### config.mk
export PLATFORM = sky130hd
export DESIGN_NAME = vga_timing_gen
export DESIGN_NICKNAME = d
export VERILOG_FILES = /design/src/rtl/vga_timing_gen.sv
export SDC_FILE = /design/constraint.sdc
export NUM_CORES = 1
export LEC_CHECK = 0
export BUFFER_PORTS_ARGS = -buffer_cell sky130_fd_sc_hd__clkbuf_2
export CAP_MARGIN = 20
export CORE_AREA = 5 5 59 61
export CTS_CLUSTER_SIZE = 16
export DETAILED_ROUTE_END_ITERATION = 12
export DIE_AREA = 0 0 64 66
export PLACE_DENSITY = 0.84
export SLEW_MARGIN = 5
export SYNTH_ARGS = -nofsm -noshare
export SYNTH_HDL_FRONTEND = slang
export SYNTH_SLANG_ARGS = --single-unit
### constraint.sdc
create_clock -name vga_clk -period 5.5 [get_ports vga_clk]
set_input_delay 0.825 -clock vga_clk [delete_from_list [all_inputs] [get_ports vga_clk]]
set_output_delay 0.825 -clock vga_clk [all_outputs]
set_load 0.01 [all_outputs]
### src/rtl/vga_timing_gen.sv
// 640x480@60 raster timing: pixel counters, active-video flag, sync strobes and frame pulse.
// Define VGA_FRAME_CNT_EN to build the 16-bit frame counter; otherwise frame_cnt is tied to zero.
module vga_timing_gen #(
    parameter int H_VISIBLE = 640,
    parameter int H_FP      = 16,
    parameter int H_SYNC    = 96,
    parameter int H_BP      = 48,
    parameter int V_VISIBLE = 480,
    parameter int V_FP      = 10,
    parameter int V_SYNC    = 2,
    parameter int V_BP      = 33
) (
    input  logic        vga_clk,
    input  logic        reset_n,
    output logic [9:0]  DrawX,
    output logic [9:0]  DrawY,
    output logic        blank,
    output logic        hs,
    output logic        vs,
    output logic        hs_d,
    output logic        vs_d,
    output logic        frame_start,
    output logic [15:0] frame_cnt
);

    localparam logic [9:0] H_LAST = 10'(H_VISIBLE + H_FP + H_SYNC + H_BP - 1);
    localparam logic [9:0] V_LAST = 10'(V_VISIBLE + V_FP + V_SYNC + V_BP - 1);
    localparam logic [9:0] H_VIS  = 10'(H_VISIBLE);
    localparam logic [9:0] V_VIS  = 10'(V_VISIBLE);
    localparam logic [9:0] HS_BEG = 10'(H_VISIBLE + H_FP);
    localparam logic [9:0] HS_END = 10'(H_VISIBLE + H_FP + H_SYNC);
    localparam logic [9:0] VS_BEG = 10'(V_VISIBLE + V_FP);
    localparam logic [9:0] VS_END = 10'(V_VISIBLE + V_FP + V_SYNC);

    logic [9:0] x_nxt, y_nxt;
    logic       blank_nxt, hs_nxt, vs_nxt, fs_nxt;

    // Flags are decoded from the next count so they land with the counters they describe.
    always_comb begin
        x_nxt = DrawX + 10'd1;
        y_nxt = DrawY;
        if (DrawX == H_LAST) begin
            x_nxt = '0;
            y_nxt = (DrawY == V_LAST) ? '0 : DrawY + 10'd1;
        end
        blank_nxt = (x_nxt < H_VIS) && (y_nxt < V_VIS);
        hs_nxt    = !((x_nxt >= HS_BEG) && (x_nxt < HS_END));
        vs_nxt    = !((y_nxt >= VS_BEG) && (y_nxt < VS_END));
        fs_nxt    = (x_nxt == '0) && (y_nxt == '0);
    end

    always_ff @(posedge vga_clk or negedge reset_n) begin
        if (!reset_n) begin
            DrawX       <= '0;
            DrawY       <= '0;
            blank       <= 1'b0;
            hs          <= 1'b1;
            vs          <= 1'b1;
            hs_d        <= 1'b1;
            vs_d        <= 1'b1;
            frame_start <= 1'b0;
        end else begin
            DrawX       <= x_nxt;
            DrawY       <= y_nxt;
            blank       <= blank_nxt;
            hs          <= hs_nxt;
            vs          <= vs_nxt;
            hs_d        <= hs;
            vs_d        <= vs;
            frame_start <= fs_nxt;
        end
    end

`ifdef VGA_FRAME_CNT_EN
    always_ff @(posedge vga_clk or negedge reset_n) begin
        if (!reset_n)
            frame_cnt <= '0;
        else if (fs_nxt)
            frame_cnt <= frame_cnt + 16'd1;
    end
`else
    assign frame_cnt = 16'h0000;
`endif

endmodule

==> flow_metrics.py <==
metrics = {
    "outcome": {
        "outcome": "complete, no violations",
    },
    "drt": {
        "drt-initial-drc-count": 77,
        "vias": 1214,
        "remaining_drc_errors": 0,
        "wl_per_cell_um": 15.29,
        "ant_nets": 0,
        "drt_first_pass_iters": 4,
        "totalWireLength_mm": 3.303,
        "via_per_inst": 5.620,
    },
    "worst_setup_path": {
        "cp-end-kind": "flop",
        "r2r_end": "blank",
        "worstRegToRegCells": 8,
        "cp-start-kind": "flop",
        "crit_arrival_ns": 2.68,
        "worst-r2r-setup-slack_ns": 3.03,
        "reg2reg_from": "DrawX[0]",
        "critical_path_class": "reg -> reg",
        "cp_max_fo": 9,
        "cp-startpoint": "DrawX[0]",
        "required_ns": 5.71,
        "endpoint": "blank",
    },
    "sta": {
        "fin_worst_skew_ns": 0.005092,
        "fin_tns_setup_ns": 0,
        "relSlewSlack_pct": 57.92,
        "clock.fmax_ghz": 0.4050,
        "finalHoldViolCount": 0,
        "setup_viol": 0,
        "min_period_ns": 2.469,
        "finalMaxSlewViolations": 0,
        "worst_slew_pin_slew_ns": 0.6312,
        "post-route-period-util_pct": 44.90,
        "rsz0062_at_grt": "false",
    },
    "floorplanning": {
        "die_area_um2": 4224,
        "io_pins": 44,
        "initial_core_util_pct": 51.97,
        "placementRows": 20,
        "coreArea_um2": 2928,
        "fp.dieW_um": 64,
        "die_y_um": 66,
    },
    "global_routing": {
        "grt.overflow.total": 0,
        "antenna_found_initial": 0,
        "grt_util_all_layers_pct": 16.07,
        "grt_pass1_vias": 1145,
        "grt_pass1_wl_mm": 5.388,
        "grt_max_degree": 27,
    },
    "clock_tree": {
        "cts_made_buffers": 3,
        "clock-sinks": 26,
        "cts_setup_buffers": 0,
        "clkLatencyLatePin_ns": 0.32,
        "cts_hold_buf": 0,
        "cts_htree_levels": 1,
        "cts_tree": "done",
        "cts_root_buffer": "clkbuf_4",
        "clk_pin_slew_worst_paths_ns": 0.14,
        "cts_max_path_buffers": 2,
        "post_cts_resized": 0,
    },
    "final_layout": {
        "synthToLayoutAreaGrowth_pct": 9.540,
        "fillers": 265,
        "n_antenna_cell": 0,
        "regArea_um2": 655.6,
        "multiInputGateArea_um2": 759.5,
        "final_nets": 189,
        "instances_no_fill": 216,
        "drive_above_1_share_pct": 22.40,
    },
    "logic_synthesis": {
        "synthesis.area_um2": 1521,
        "ys.warnings.count": 0,
        "seq_area_frac_synth_pct": 43.09,
        "synth_cell_types": 42,
        "syn_inst": 157,
        "ys_ff_latch": 26,
        "synth_area_per_cell_um2": 9.691,
    },
    "power_and_ir_drop": {
        "vdd_drop_max_uv": 158.4,
        "p_per_area_nw_per_um2": 198.4,
        "leakage_uw": 0.0008127,
    },
    "place": {
        "dp_hpwl_mm": 2.492,
        "port_buffers": 27,
        "dp.cells": 212,
        "gp_congestion": 0.9176,
    },
    "min_path": {
        "hp-class": "reg -> reg",
    },
    "job": {
        "drv_cap": 0,
    },
}
-- synthesized netlist by cell type --
master | n | area, um^2
dfrtp_1 | 22 | 550.5
nand2_1 | 17 | 63.81
buf_4 | 16 | 120.1
nand3_1 | 10 | 50.05
nor2_1 | 7 | 26.28
o21ai_0 | 7 | 35.03
xor2_1 | 6 | 52.55
nand4_1 | 5 | 31.28
nor3_1 | 5 | 25.02
nor4_1 | 5 | 31.28
xnor2_1 | 5 | 43.79
and3_1 | 4 | 25.02
dfstp_2 | 4 | 105.1
inv_1 | 4 | 15.01
a21o_1 | 3 | 22.52
and4_1 | 3 | 26.28
clkbuf_1 | 3 | 11.26
ha_1 | 3 | 37.54
a21oi_1 | 2 | 10.01
mux2i_1 | 2 | 20.02
nor2b_1 | 2 | 12.51
o21a_1 | 2 | 15.01
a211oi_1 | 1 | 7.510
a21boi_0 | 1 | 7.510
a22o_1 | 1 | 8.760
a311o_1 | 1 | 10.01
a31oi_1 | 1 | 6.260
a32oi_1 | 1 | 8.760
and3b_1 | 1 | 8.760
buf_2 | 1 | 5.000
buf_6 | 1 | 11.26
conb_1 | 1 | 3.750
nand2b_1 | 1 | 6.260
nand3b_1 | 1 | 7.510
nand4_4 | 1 | 21.27
nor4_4 | 1 | 21.27
o22ai_1 | 1 | 6.260
o311ai_0 | 1 | 8.760
o31ai_1 | 1 | 7.510
or3_2 | 1 | 7.510
or4_4 | 1 | 11.26
xor2_2 | 1 | 16.27
-- metal layers --
metal	GRT usage [%]	part of all wire, %	vias up
met1	21.95	44	588
met3	3.231	6.1	6
li1	-	-	580
met4	6.753	1.1	0
met5	0	0	-
met2	24.62	49	40
-- how the worst min path moves through the flow --
stage	start	depth (start not counted)	endpoint
after floorplan	hs	0	hs_d
after global placement	hs	0	hs_d
after detailed placement	vs	0	vs_d
after CTS	vs	0	vs_d
after global routing	hs	0	hs_d
final	vs	0	vs_d
-- sequential cells by signal (all words and copies together), names as in the netlist --
register,count
frame_start,1
hs_d,1
vs,1
DrawX,10
blank,1
DrawY,10
hs,1
vs_d,1
-- through the flow --
stage	instance area (um^2)	worst slack [ns]	power [uW]	util (%)	hold slack [ns]
global placement	1614	3.132	203.4	55.13	0.3551
CTS	1667	3.020	334.6	56.92	0.3766
finish	1667	3.031	330.6	56.92	0.3743
detailed placement	1614	3.044	203.6	55.13	0.3568
global route	1667	2.781	347.9	56.92	0.3860
floorplan	1578	3.164	208.0	-	0.3772
-- worst max-delay path, cell delays in order, from the launching register on --
cell	delay (ns)
dfrtp_1	0.45
ha_1	0.30
nand4_4	0.16
nor4_1	0.47
buf_4	0.25
nand3_1	0.10
xnor2_1	0.31
and4_1	0.26
nor3_1	0.05
-- logic make-up (layout without fill, tap and decap cells) --
group | Yosys count | in the layout | share of synthesized area, %
compound gates | 23 | 23 | 10.12
xor+xnor | 12 | 12 | 7.401
fa+ha+maj | 3 | 3 | 2.467
buf+inv | 25 | 36 | 10.69
flops | 26 | 26 | 43.09
mux | 2 | 2 | 1.316
other cells | 1 | 16 | 0.2465
simple gates | 65 | 65 | 24.67
-- cells in the final DEF (no fill, tap or decap), types with 3 or more instances in the layout --
cell       n
nand4_1    5
and4_1     3
o21ai_0    7
nor2_1     7
clkbuf_2  27
inv_1      4
nor4_1     5
clkbuf_4   3
nand2_1   17
dfstp_2    4
a21o_1     3
xor2_1     6
dfrtp_1   22
nand3_1   10
conb_1    16
nor3_1     5
and3_1     4
ha_1       3
xnor2_1    5
-- power breakdown --
| group | switching [uW] | total (uW) | internal (uW) |
|---|---|---|---|
| combinational | 8.59 | 8.83 | 0.242 |
| sequential | 0 | 191 | 191 |
| clock | 56.7 | 130 | 73.7 |
-- final cells by class --
cell class	count	area share, %
multi-input cells	121	45.57
flip-flops and latches	26	39.34
repair buffers	28	8.559
well taps	33	2.477
clock inverters	1	1.802
clock buffers	3	1.351
inverters	4	0.9009
Note: power is estimated with default switching activity, not from simulation.
